## src/rtl/neuron_mac_pkg.sv

```systemverilog
// neuron_pkg: shared types and helpers for the neuron accumulator family.
//   DATA_W_DEF / FRAC_W_DEF : default Q12.4 data format
//   state_t                 : neuron_mac sequencing states
//   sat_to_width()          : clamp a signed value (up to SAT_MAX_W bits)
//                             into an out_w-bit signed range, with a flag
package neuron_pkg;

  localparam int DATA_W_DEF = 16;
  localparam int FRAC_W_DEF = 4;

  // Widest value sat_to_width can take; out_w must stay below this.
  localparam int SAT_MAX_W = 64;

  typedef enum logic [1:0] {
    ACCUM = 2'd0,
    FINAL = 2'd1,
    HOLD  = 2'd2
  } state_t;

  typedef struct packed {
    logic signed [SAT_MAX_W-1:0] val;
    logic                        sat;
  } sat_res_t;

  function automatic sat_res_t sat_to_width(input logic signed [SAT_MAX_W-1:0] x,
                                            input int out_w);
    sat_res_t r;
    logic signed [SAT_MAX_W-1:0] one;
    logic signed [SAT_MAX_W-1:0] hi;
    logic signed [SAT_MAX_W-1:0] lo;
    one   = SAT_MAX_W'(1);
    hi    = (one <<< (out_w - 1)) - one;
    lo    = -(one <<< (out_w - 1));
    r.sat = (x > hi) || (x < lo);
    if (x > hi)      r.val = hi;
    else if (x < lo) r.val = lo;
    else             r.val = x;
    return r;
  endfunction

endpackage

```

## src/rtl/neuron_mac_if.sv

```systemverilog
// neuron_mac_if: pair-input / result-output handshake bundle.
//   master : feed side (drives pairs, bias, out_ready)
//   slave  : neuron side (drives in_ready, out_valid, out, sat)
interface neuron_mac_if
  import neuron_pkg::*;
#(
  parameter int DATA_W = DATA_W_DEF
);
  logic                     in_valid;
  logic                     in_ready;
  logic signed [DATA_W-1:0] value;
  logic signed [DATA_W-1:0] weight;
  logic signed [DATA_W-1:0] bias;
  logic                     out_valid;
  logic                     out_ready;
  logic signed [DATA_W-1:0] out;
  logic                     sat;

  modport master (
    output in_valid, value, weight, bias, out_ready,
    input  in_ready, out_valid, out, sat
  );

  modport slave (
    input  in_valid, value, weight, bias, out_ready,
    output in_ready, out_valid, out, sat
  );
endinterface

```

## src/rtl/neuron_mac_fx_saturate.sv

```systemverilog
// fx_saturate: combinational signed narrowing with saturation.
//   in  [IN_W]  : signed value to narrow (IN_W <= 64)
//   out [OUT_W] : in clamped to the OUT_W signed range (OUT_W < 64)
//   sat         : 1 when clamping happened
module fx_saturate
  import neuron_pkg::*;
#(
  parameter int IN_W  = 38,
  parameter int OUT_W = 16
) (
  input  logic signed [IN_W-1:0]  in,
  output logic signed [OUT_W-1:0] out,
  output logic                    sat
);

  sat_res_t r;
  logic     unused_hi;

  always_comb begin
    r   = sat_to_width(SAT_MAX_W'(in), OUT_W);
    out = r.val[OUT_W-1:0];
    sat = r.sat;
  end

  // Upper bits are a sign copy after clamping; only the low OUT_W matter.
  assign unused_hi = ^r.val[SAT_MAX_W-1:OUT_W];

endmodule

```

## src/rtl/neuron_mac.sv

```systemverilog
// neuron_mac: fixed-point neuron. Accumulates N_INPUTS signed value*weight
// products at full precision, adds bias, rescales by FRAC_W, saturates to
// DATA_W, optionally applies ReLU, and holds the result until accepted.
//   clk   : rising-edge clock
//   reset : synchronous, active-high
//   bus   : neuron_mac_if.slave (pair input, bias, result output)
//
// state | meaning
// ------+---------------------------------------------------------
// ACCUM | accepting pairs, in_ready=1, count tracks pairs taken
// FINAL | one cycle: bias add, rescale, saturate, ReLU, register
// HOLD  | result held with out_valid=1 until out_ready
module neuron_mac
  import neuron_pkg::*;
#(
  parameter int DATA_W   = DATA_W_DEF,
  parameter int FRAC_W   = FRAC_W_DEF,
  parameter int N_INPUTS = 10,
  parameter int ACC_W    = 2*DATA_W + $clog2(N_INPUTS) + 1,
  parameter bit RELU_EN  = 1'b1
) (
  input logic         clk,
  input logic         reset,
  neuron_mac_if.slave bus
);

  localparam int CNT_W = $clog2(N_INPUTS) + 1;
  // One guard bit so acc + shifted bias can never wrap.
  localparam int SUM_W = ACC_W + 1;
  localparam logic [CNT_W-1:0] LAST = CNT_W'(N_INPUTS - 1);

  state_t                   state;
  state_t                   state_nxt;
  logic signed [ACC_W-1:0]  acc;
  logic [CNT_W-1:0]         count;
  logic signed [DATA_W-1:0] out_q;
  logic                     sat_q;
  logic                     out_valid_q;

  logic signed [2*DATA_W-1:0] prod;
  logic signed [SUM_W-1:0]    sum;
  logic signed [SUM_W-1:0]    scaled;
  logic signed [DATA_W-1:0]   sat_val;
  logic signed [DATA_W-1:0]   final_val;
  logic                       sat_flag;
  logic                       last_pair;

  assign prod      = bus.value * bus.weight;
  assign last_pair = (count == LAST);

  // Bias is aligned to the product's 2*FRAC_W fraction before the add;
  // the arithmetic right shift then truncates toward minus infinity.
  assign sum    = SUM_W'(acc) + (SUM_W'(bus.bias) <<< FRAC_W);
  assign scaled = sum >>> FRAC_W;

  fx_saturate #(
    .IN_W  (SUM_W),
    .OUT_W (DATA_W)
  ) u_sat (
    .in  (scaled),
    .out (sat_val),
    .sat (sat_flag)
  );

  // ReLU leaves the saturation flag alone: a clamped-low result reads 0, sat=1.
  assign final_val = (RELU_EN && sat_val[DATA_W-1]) ? '0 : sat_val;

  always_ff @(posedge clk) begin
    if (reset) state <= ACCUM;
    else       state <= state_nxt;
  end

  always_comb begin
    state_nxt    = state;
    bus.in_ready = 1'b0;
    case (state)
      ACCUM: begin
        bus.in_ready = 1'b1;
        if (bus.in_valid && last_pair) state_nxt = FINAL;
      end
      FINAL:   state_nxt = HOLD;
      HOLD:    if (bus.out_ready) state_nxt = ACCUM;
      default: state_nxt = ACCUM;
    endcase
  end

  always_ff @(posedge clk) begin
    if (reset) begin
      acc         <= '0;
      count       <= '0;
      out_q       <= '0;
      sat_q       <= 1'b0;
      out_valid_q <= 1'b0;
    end else begin
      case (state)
        ACCUM: begin
          if (bus.in_valid) begin
            acc   <= acc + ACC_W'(prod);
            count <= last_pair ? '0 : count + 1'b1;
          end
        end
        FINAL: begin
          out_q       <= final_val;
          sat_q       <= sat_flag;
          out_valid_q <= 1'b1;
        end
        HOLD: begin
          if (bus.out_ready) begin
            out_valid_q <= 1'b0;
            acc         <= '0;
          end
        end
        default: ;
      endcase
    end
  end

  assign bus.out       = out_q;
  assign bus.sat       = sat_q;
  assign bus.out_valid = out_valid_q;

endmodule

```

## src/flat_wrapper.sv

```systemverilog
// flat-port wrapper written by rule: the top's interface ports become plain ports
module neuron_mac_flat import neuron_pkg::*;
#(
  parameter int DATA_W   = DATA_W_DEF,
  parameter int FRAC_W   = FRAC_W_DEF,
  parameter int N_INPUTS = 10,
  parameter int ACC_W    = 2*DATA_W + $clog2(N_INPUTS) + 1,
  parameter bit RELU_EN  = 1'b1
)
  (clk, reset, bus_in_valid, bus_value, bus_weight, bus_bias, bus_out_ready, bus_in_ready, bus_out_valid, bus_out, bus_sat);
  neuron_mac_if #(.DATA_W(DATA_W)) bus_i ();
  input logic clk;
  input logic reset;
  input wire logic [$bits(bus_i.in_valid)-1:0] bus_in_valid;
  input wire logic [$bits(bus_i.value)-1:0] bus_value;
  input wire logic [$bits(bus_i.weight)-1:0] bus_weight;
  input wire logic [$bits(bus_i.bias)-1:0] bus_bias;
  input wire logic [$bits(bus_i.out_ready)-1:0] bus_out_ready;
  output wire logic [$bits(bus_i.in_ready)-1:0] bus_in_ready;
  output wire logic [$bits(bus_i.out_valid)-1:0] bus_out_valid;
  output wire logic [$bits(bus_i.out)-1:0] bus_out;
  output wire logic [$bits(bus_i.sat)-1:0] bus_sat;
  assign bus_i.in_valid = bus_in_valid;
  assign bus_i.value = bus_value;
  assign bus_i.weight = bus_weight;
  assign bus_i.bias = bus_bias;
  assign bus_i.out_ready = bus_out_ready;
  assign bus_in_ready = bus_i.in_ready;
  assign bus_out_valid = bus_i.out_valid;
  assign bus_out = bus_i.out;
  assign bus_sat = bus_i.sat;
  neuron_mac #(.DATA_W(DATA_W), .FRAC_W(FRAC_W), .N_INPUTS(N_INPUTS), .ACC_W(ACC_W), .RELU_EN(RELU_EN)) u_core (.clk(clk), .reset(reset), .bus(bus_i));
endmodule
```

## config.mk

```make
export PLATFORM = sky130hd
export DESIGN_NAME = neuron_mac_flat
export DESIGN_NICKNAME = d
export VERILOG_FILES = /design/src/rtl/neuron_mac_pkg.sv /design/src/rtl/neuron_mac_if.sv /design/src/rtl/neuron_mac_fx_saturate.sv /design/src/rtl/neuron_mac.sv /design/src/flat_wrapper.sv
export SDC_FILE = /design/constraint.sdc
export NUM_CORES = 1
export LEC_CHECK = 0
export ABC_AREA = 1
export CAP_MARGIN = 20
export CORE_MARGIN = 3
export CORE_UTILIZATION = 60
export DETAILED_ROUTE_END_ITERATION = 6
export PLACE_DENSITY = 0.85
export REMOVE_ABC_BUFFERS = 1
export SKIP_LAST_GASP = 1
export SLEW_MARGIN = 10
export SYNTH_ARGS = -nofsm -noshare
export SYNTH_HDL_FRONTEND = slang
export SYNTH_HIERARCHICAL = 1
export SYNTH_SLANG_ARGS = --single-unit
```

## constraint.sdc

```tcl
create_clock -name clk -period 8.87 [get_ports clk]
set_input_delay 1.3305 -clock clk [delete_from_list [all_inputs] [get_ports clk]]
set_output_delay 1.3305 -clock clk [all_outputs]
set_load 0.05 [all_outputs]
```

* Word level (Yosys, flattened, before mapping)
Cells that the tools add are included.
** Storage, ports and cells
- ROM bits :: 0
- Bits in latches :: 0
- Memories :: 0
- Register bits :: 62
- Output and inout bits :: 19
- Input port bits :: 52
- Word-level logic and storage cells :: 40
- Memory bits (writable) :: 0
** Operators by class
- Divide/modulo/power cells :: 0
- Muxes and demuxes :: 13
- Eq/ne operators :: 6
- $lt $le $gt $ge :: 2
- Shifts and indexed selects :: 0
- $mul :: 1
- Bitwise operators :: 0
- Add/sub/neg operators :: 3
- Reductions and logical operators :: 9
** Operator list (count)
- 37-bit two-way mux :: 2
- 37-bit case mux with 2 select lines :: 1
- 37-bit by 20-bit adder with 38-bit output :: 1
- 37-bit by 32-bit adder with 37-bit output :: 1
- 34-bit by 16-bit > comparator with 1-bit output (second input constant) :: 1
- 34-bit by 16-bit < comparator with 1-bit output (second input constant) :: 1
- 16-bit by 16-bit multiplier with 32-bit output :: 1
- 16-bit two-way mux :: 2
- 15-bit two-way mux :: 1
- 2-bit case mux with 3 select lines :: 1
- 2-bit AND reduction :: 3
- 5-bit by 1-bit adder with 5-bit output (second input constant) :: 1
- 5-bit by 4-bit equality test with 1-bit output (second input constant) :: 1
- 5-bit two-way mux :: 1
- 2-bit two-way mux :: 2
- 2-bit != test (second input constant) :: 2
- 2-bit nonzero test :: 2
- 3-bit AND reduction :: 1
- 2-bit by 1-bit equality test with 1-bit output (second input constant) :: 1
- 2-bit equality test (second input constant) :: 1
- 2-bit zero test :: 1
- 1-bit two-way mux :: 2
- 2-bit by 1-bit != test with 1-bit output (second input constant) :: 1
- 1-bit case mux with 2 select lines :: 1
- 2 further kinds :: 2

* Longest topological paths before layout
Gate-level depths: netlist of run 1.
- Depth in word-level cells :: 5
- Depth in mapped cells :: 30
- Gate-level depth less buffers :: 28

* Modules after synthesis
The synthesis of run 1 kept the hierarchy.
** By module, submodules not included
- neuron_mac :: cells each 2263, times used 1, area an instance 16950.0 um^2, seq. area each 1221.2 um^2
- fx_saturate :: cells each 75, times used 1, area an instance 305.3 um^2, seq. area each 0.0 um^2

* Worst setup path after synthesis of run 1
OpenSTA, ideal clock, no wires.
- Kind :: input port to flip-flop
- Start :: in bus_value[15]
- End :: reg u_core.acc[30]
- Library setup time :: 0.134 ns
- Stages on the path :: 22
- Data required time :: 8.736 ns
- Data arrival time :: 6.675 ns
- Path slack :: 2.061 ns
- Path buffers :: 1
- Path through :: clkbuf_1 -> nand2_1 -> inv_1 -> fa_1 -> fa_1 -> fa_1 -> fa_1 -> fa_1 -> inv_1 -> fa_1 -> inv_1 -> ha_1 -> nand2_1 -> nor2_1 -> inv_1 -> nor2_1 -> and3_1 -> nand2_2 -> nand2_1 -> nand2_1 -> nand3_1 -> a21oi_1
** On the way
- Cells in the longest elaborated chain, start to end :: 4
** Ends and longest elaborated chain
- start: declaration :: RTL line flat_wrapper.sv:15 : input wire logic [$bits(bus_i.value)-1:0] bus_value;
- 16-bit by 16-bit multiplier with 32-bit output :: RTL line neuron_mac.sv:48 : assign prod = bus.value * bus.weight;
- 37-bit by 32-bit adder with 37-bit output :: RTL line neuron_mac.sv:98 : acc <= acc + ACC_W'(prod);
- 37-bit two-way mux :: RTL line neuron_mac.sv:97 : if (bus.in_valid) begin
- 37-bit case mux with 2 select lines :: RTL line neuron_mac.sv:95 : case (state)
- end signal: assignment :: RTL line neuron_mac.sv:98
- end: declaration :: RTL line neuron_mac.sv:34 : logic signed [ACC_W-1:0] acc;
No other way between the ends. The select of a mux whose other input is x is not followed.
A chain may end at the register's enable or synchronous reset.

* Final worst setup path of run 1
- Start :: in bus_value[15]
- End :: reg u_core.acc[31]
Same word-level chain as after synthesis.

==> metrics.yaml, run 1 <==
critical_path:
  startpoint_type: "primary input"
  cp-startpoint: "bus_value[15]"
  slowest_stage: "fa_1"
  r2r-start: "u_core/acc[15]"
  crit_type: "primary input to flip-flop"
  arrival_ps: 7930
  cp-end-kind: "flip-flop"
  crit_family: "adder cells"
  max_stage_delay_ps: 960
  critPathRequiredTime_ps: 9050
  path_buf_inv: 6
  cp_cell_sequence: "clkdlybuf4s50_1 -> nand2_1 -> inv_1 -> fa_1 -> fa_1 -> fa_1 -> inv_1 -> fa_1 -> inv_1 -> fa_1 -> inv_1 -> fa_1 -> inv_1 -> ha_1 -> nand2_1 -> nor2_1 -> nand2_1 -> nor4_1 -> nand2_1 -> nand2_1 -> nand2_1 -> nand3_1 -> a21oi_1"
  worstPathMaxFanout: 16
finish:
  seq_area_um2: 1221
  layout.cells.non_filler: 2731
  fillers: 2385
  nNetsFinal: 2863
  drive_above_1_share_pct: 4.165
  syn_to_final_growth_pct: 6.946
  layout_common_cells: "nand2_1 (600), inv_1 (578), fa_1 (319)"
  design_area_um2: 18450
  layout_commonest_cell: "nand2_1"
  antennaDiodeCount: 0
  multi_input_area_um2: 13480
placed_design:
  dpl-instance-area_um2: 18150
  place_hpwl_mm: 38.42
  place.gp.congestion: 0.9879
  dp.cells: 2715
  numPortBuffers: 69
detailed_routing:
  drt-vias-per-instance: 5.404
  wl_per_cell_um: 16.45
  num_vias: 14760
  drtAntennaViolNets: 0
  drt_first_pass_iters: 5
  drt_wl_total_mm: 44.91
  drc: 0
  drt_iter0_drc: 1121
die:
  dieArea_um2: 30830
  die_x_um: 175.6
  start_util_pct: 61.44
  chipHeight_um: 175.6
  io_pins: 71
  core_um2: 28090
  rows: 61
clock_tree:
  cts_hold_buf: 0
  post-cts-setup-buffers: 0
  htreeDepth: 3
  cts_tree: "built"
  ctsRootBufferMaster: "clkbuf_16"
  worstSkewPairLatency_ps: 340
  cts_resized: 0
  numCtsBuffers: 9
  clk_path_buf_depth: 2
  cts.sinks: 61
  path_clk_slew_ps: 60
logic_synthesis:
  ys.flop_type: "dfxtp_1"
  syn_inst: 2338
  synth_top_family_by_area: "adder cells"
  synth_xor_xnor_area_share_pct: 1.566
  synth_fa_ha_area_share_pct: 47.45
  synth-edff-count: 0
  synthesis.area_um2: 17260
  yosysSeqAreaShare_pct: 7.077
  synth_compound_area_share_pct: 7.396
  synth.ff_latch_count: 61
  yosys_warnings: 6
  synth_cell_types: 53
  synth_area_per_cell_um2: 7.380
  synthMuxAreaShare_pct: 0
  synth-simple-area-share_pct: 21.67
  async_flop_share_pct: 0
grt:
  grt_max_degree: 56
  grtUsageTotal_pct: 30.27
  antenna_found_initial: 0
  grt_pass1_wl_mm: 75.80
  grt.overflow.total: 0
  grt_pass1_vias: 15750
hold_path:
  hold_class: "flip-flop to flip-flop"
  hp-start: "u_core/bus.out[12]"
run_status:
  status: "finished clean"
sta:
  rsz0062_at_grt: "no"
  tns_ps: 0
  hold_viol: 0
  setup_viol: 0
  timing.final.crit_share_pct: 87.41
  slew_headroom_pct: 26.09
  worstMarginPinSlew_ps: 1109
  maxSlewViolCount: 0
  final.setup_skew_ps: 10.42
  fmax_ghz: 0.1290
  min_period_ps: 7753
job:
  maxCapViolCount: 0
[stage by stage]
| step | hold slack [ps] | util (%) | worst slack, ps |
|---|---|---|---|
| 6_report | 462.7 | 65.70 | 1117 |
| 5_1_grt | 479.2 | 65.70 | 484.6 |
| 4_1_cts | 468.1 | 65.70 | 1080 |
| 3_5_place_dp | 457.1 | 64.63 | 742.6 |
| 3_3_place_gp | 446.1 | 64.54 | 913.8 |
| 2_1_floorplan | 427.5 | - | 2341 |
[worst paths after layout]
check,slack [ps],depth (start not counted),to
worst max-delay path,1120,23,u_core/acc[31]
worst min-delay path,460,2,u_core/bus.out[12]
worst max register to register,3900,21,u_core/acc[22]
worst min register to register,460,2,u_core/bus.out[12]
[cells by family after synthesis]
kind of cell,after synthesis
flip-flops,61
XOR/XNOR,30
other,1
adder cells (fa/ha/maj),463
AND/OR/NAND/NOR,896
AO/OA/AOI/OAI,223
buffers and inverters,664
[flip-flops by register name, summed over array words and instances (netlist names)]
signal                flops
u_core/count              5
u_core/acc               37
u_core/bus.out_valid      1
u_core/bus.out           15
u_core/state              2
u_core/bus.sat            1
[cells in the mapped netlist (all sizes together), types with 4 or more instances]
library cell  count  area (um2)
nand3b            9       67.56
xor2             23       209.0
nor2            143       564.3
fa              319        6386
xnor2             7       61.31
nand2           621        2384
nor4              4       37.53
a31oi             4       25.02
a21oi           138       735.7
o21ai            57       322.8
ha              144        1802
o21bai            7       52.55
clkbuf           71       307.8
or2               9       56.30
buf              11       62.55
inv             580        2177
nand3            78       415.4
nor3             16       115.1
nand4            13       81.33
dfxtp            61        1221
a21o              7       52.55
[layer usage]
| layer | GRT usage (%) | vias to the layer above | wire length (um) |
|---|---|---|---|
| met5 | 0 | - | 0 |
| met3 | 4.086 | 104 | 3048 |
| met1 | 40.34 | 7150 | 18750 |
| met4 | 9.964 | 0 | 1266 |
| li1 | - | 6925 | - |
| met2 | 51.40 | 578 | 21850 |
[area by class of cell]
| class | count | area share, % |
|---|---|---|
| inverters | 582 | 11.84 |
| well taps | 378 | 2.563 |
| repair buffers | 81 | 4.312 |
| multi-input cells | 1613 | 73.04 |
| flip-flops and latches | 61 | 6.617 |
| clock buffers | 9 | 1.220 |
| clock inverters | 7 | 0.4068 |
[worst register-to-register path, stage by stage, from the launching register on]
cell and delay, ps:
dfxtp_1 370, inv_1 140, fa_1 530, inv_1 50, fa_1 530, fa_1 440, fa_1 500, inv_1 70
fa_1 550, inv_1 50, ha_1 370, nand2_1 130, nor2_1 230, inv_1 100, nor3_2 180, nand2_2 90
nand2_2 160, nand2_2 80, nand2_1 70, nand2_1 60, nand3_2 80, a21oi_2 50
Power of run 1 is left out: the tool's default activity adds up to more than one toggle a clock period on the data nets, which glitch-free logic cannot reach.
==> inputs of run 2 (changes only) <==
--- a/config.mk
+++ b/config.mk
@@ -5,14 +5,12 @@
 export SDC_FILE = /design/constraint.sdc
 export NUM_CORES = 1
 export LEC_CHECK = 0
-export ABC_AREA = 1
 export CAP_MARGIN = 20
 export CORE_MARGIN = 3
 export CORE_UTILIZATION = 60
 export DETAILED_ROUTE_END_ITERATION = 6
 export PLACE_DENSITY = 0.85
 export REMOVE_ABC_BUFFERS = 1
-export SKIP_LAST_GASP = 1
 export SLEW_MARGIN = 10
 export SYNTH_ARGS = -nofsm -noshare
 export SYNTH_HDL_FRONTEND = slang
==> run 2 against run 1 <==
Against the previous run: synthesized cell count down 24%; via count is 17% lower; first-iteration DRC count shrank 33%; worst hold slack worse by 6.1 ps; non-clock buffer count increased by 3; clock skew shrank 6.8 ps; final area decreased by 7.0%; synthesized area down 8.1%; sequential cell count unchanged; routed wire length down 17%; maximum frequency is 6.5% lower.
==> metrics.yaml, run 2 <==
run_status:
  status: "finished clean"
grt:
  met3_usage_pct: 3.013  # -1.1 points
  antenna_found_initial: 0  # unchanged
  grt_busiest_layer: "met2"
  grt_pass1_wl_mm: 64.40  # -15%
  grt.overflow.total: 0  # unchanged
  grt_pass1_vias: 13660  # -13%
  grt.met2_usage_pct: 51.17  # -0.23 points
  grtUsageTotal_pct: 27.74  # -2.5 points
  grt_use_met1_pct: 34.23  # -6.1 points
  grt_max_degree: 44  # -21%
clock_tree:
  worstSkewPairLatency_ps: 330  # about the same
  post-cts-setup-buffers: 0  # unchanged
  numCtsBuffers: 9  # unchanged
  cts_hold_buf: 0  # unchanged
  htreeDepth: 3  # unchanged
  ctsRootBufferMaster: "clkbuf_16"
  cts_tree: "built"
  clk_path_buf_depth: 2  # unchanged
  path_clk_slew_ps: 50  # about the same
  cts.sinks: 61  # unchanged
  cts_resized: 0  # unchanged
logic_synthesis:
  yosysTopAreaCell: "fa_1"
  synth_commonest_cells: "inv_1 (372), fa_1 (319), nand2_1 (186)"
  syn_inst: 1777  # -24%
  synth_top_area_share_pct: 40.26  # +3.3 points
  synthesis.area_um2: 15860  # -8.1%
  synth_compound_area_share_pct: 11.73  # +4.3 points
  synth_cell_types: 73  # +38%
  synth_top_family_by_area: "adder cells"
  async_flop_share_pct: 0  # unchanged
  synth-edff-count: 0  # unchanged
  synth.area.top_cells: "fa_1 (40%), ha_1 (11%), inv_1 (8.8%)"
  synth.ff_latch_count: 61  # unchanged
  synth_area_per_cell_um2: 8.926  # +21%
  yosys_warnings: 6  # unchanged
  synthMuxAreaShare_pct: 0.3155  # +0.32 points
  synth_fa_ha_area_share_pct: 51.62  # +4.2 points
  synth_xor_xnor_area_share_pct: 3.203  # +1.6 points
  yosysSeqAreaShare_pct: 7.699  # +0.62 points
  synth.most_common_cell: "inv_1"
  ys.flop_type: "dfxtp_1"
  synth-simple-area-share_pct: 15.06  # -6.6 points
die:
  rows: 58  # -4.9%
  io_pins: 71  # unchanged
  die_x_um: 168.6  # -4.0%
  chipHeight_um: 168.6  # -4.0%
  dieArea_um2: 28420  # -7.8%
  core_um2: 25540  # -9.1%
  start_util_pct: 62.09  # +0.66 points
detailed_routing:
  drt_iter0_drc: 748  # -33%
  drt-vias-per-instance: 5.741  # +6.3%
  wl_per_cell_um: 17.34  # +5.4%
  num_vias: 12320  # -17%
  drt_first_pass_iters: 7  # +2
  drtAntennaViolNets: 0  # unchanged
  drt_wl_total_mm: 37.19  # -17%
  drc: 0  # unchanged
finish:
  layout_common_cells: "inv_1 (372), fa_1 (319), nand2_1 (186)"
  drive_above_1_share_pct: 2.920  # -1.2 points
  syn_to_final_growth_pct: 8.180
  layout.cells.non_filler: 2145  # -21%
  regMostFlops: "u_core/acc"
  antennaDiodeCount: 0  # unchanged
  layout_commonest_cell: "inv_1"
  largest_reg_flops: 37  # unchanged
  nNetsFinal: 2325  # -19%
sta:
  min_period_ps: 8293  # +540.0 ps
  slew_headroom_pct: 43.68  # +18 points
  tns_ps: 0  # unchanged
  rsz0062_at_grt: "no"
  fmax_ghz: 0.1206  # -6.5%
  setup_viol: 0  # unchanged
  hold_viol: 0  # unchanged
  final.setup_skew_ps: 3.653  # -6.772 ps
  worstMarginPinSlew_ps: 833.9  # -274.7 ps
  maxSlewViolCount: 0  # unchanged
  timing.final.crit_share_pct: 93.50  # +6.1 points
placed_design:
  place.gp.congestion: 0.9262  # -6.2%
  dp.cells: 2128  # -22%
  numPortBuffers: 69  # unchanged
  place_hpwl_mm: 31.26  # -19%
critical_path:
  reg2reg_slack_ps: 3290  # -610 ps
  timing.rr.end: "u_core/acc[36]"
  worstPathMaxFanout: 16  # unchanged
  critPathRequiredTime_ps: 9090  # +40 ps
  arrival_ps: 8520  # +590 ps
  crit_type: "primary input to flip-flop"
  reg2reg_depth: 18  # -14%
  cp-startpoint: "bus_weight[1]"
  startpoint_type: "primary input"
  r2r-start: "u_core/acc[15]"
  cp-end-kind: "flip-flop"
hold_path:
  hold_class: "flip-flop to flip-flop"
  min_path_cells: 2  # unchanged
  hp-start: "u_core/bus.out[3]"
  min_to: "u_core/bus.out[3]"
job:
  maxCapViolCount: 0  # unchanged
## run 2: changes by cell type after synthesis, sizes merged, moves of 16 or more
| cell | delta |
|---|---|
| nand3 | -62 |
| a21oi | -65 |
| a22oi | +20 |
| a21o | +34 |
| nand2 | -435 |
| o21ai | -16 |
| inv | -208 |
| xnor2 | +31 |
| nor2 | -71 |
| and2 | +117 |
## run 2: routing by layer
metal  part of all wire [%]  vias to the layer above  wire length (um)
li1                       -                     5663                 -
met1                     40                     6214             14760
met2                     53                      337             19700
met3                    4.1                      101              1515
met4                    3.3                        0              1219
met5                      0                        -                 0
## run 2: kinds of logic after synthesis
| family | count (synthesis) |
|---|---|
| adders and majority gates | 463 |
| other | 1 |
| DFF | 61 |
| xor gates and xnor gates | 58 |
| AOI/OAI and AO/OA | 271 |
| and+or+nand+nor | 484 |
| buffers and inverters | 434 |
| muxes | 5 |
## run 2: worst max path at each step
stage | end | slack [ps] | depth (start not counted)
6_report | u_core/acc[34] | 580 | 20
5_1_grt | u_core/acc[34] | 50 | 20
4_1_cts | u_core/acc[34] | 660 | 20
3_5_place_dp | u_core/acc[34] | 310 | 20
3_3_place_gp | u_core/acc[34] | 490 | 20
2_1_floorplan | u_core/acc[36] | 1640 | 19
## run 2: worst max-delay path, cell delays in order
cell and delay, ps:
clkdlybuf4s50_1 860, nand2_1 270, inv_1 140, fa_1 550, fa_1 940, fa_1 530
fa_1 470, fa_1 570, inv_1 70, fa_1 550, inv_1 50, ha_1 430
nand3_1 120, nor2_1 200, nand3_1 100, a21oi_1 390, o2111ai_2 240, a21boi_0 270
o21ai_0 150, a32o_1 270
## run 2: area by class of cell
type                    count  area, um2
multi-input cells        1282      13000
fillers                  2031       8386
inverters                 372       1396
flip-flops and latches     61       1221
repair buffers             84      803.3
well taps                 330      412.9
clock buffers              12      256.5
clock inverters             4      70.07
## run 2: per-stage QoR
step | area [um2] | util [%] | hold WS (ps) | setup slack (ps)
after floorplan | 15620 | - | 440.7 | 1639
after global placement | 16820 | 65.87 | 442.1 | 491.3
after detailed placement | 16820 | 65.87 | 447.1 | 311.4
after CTS | 17150 | 67.14 | 457.0 | 663.8
after global routing | 17160 | 67.17 | 476.1 | 46.20
final | 17160 | 67.17 | 456.6 | 576.7
Power of run 2 is left out for the same reason.
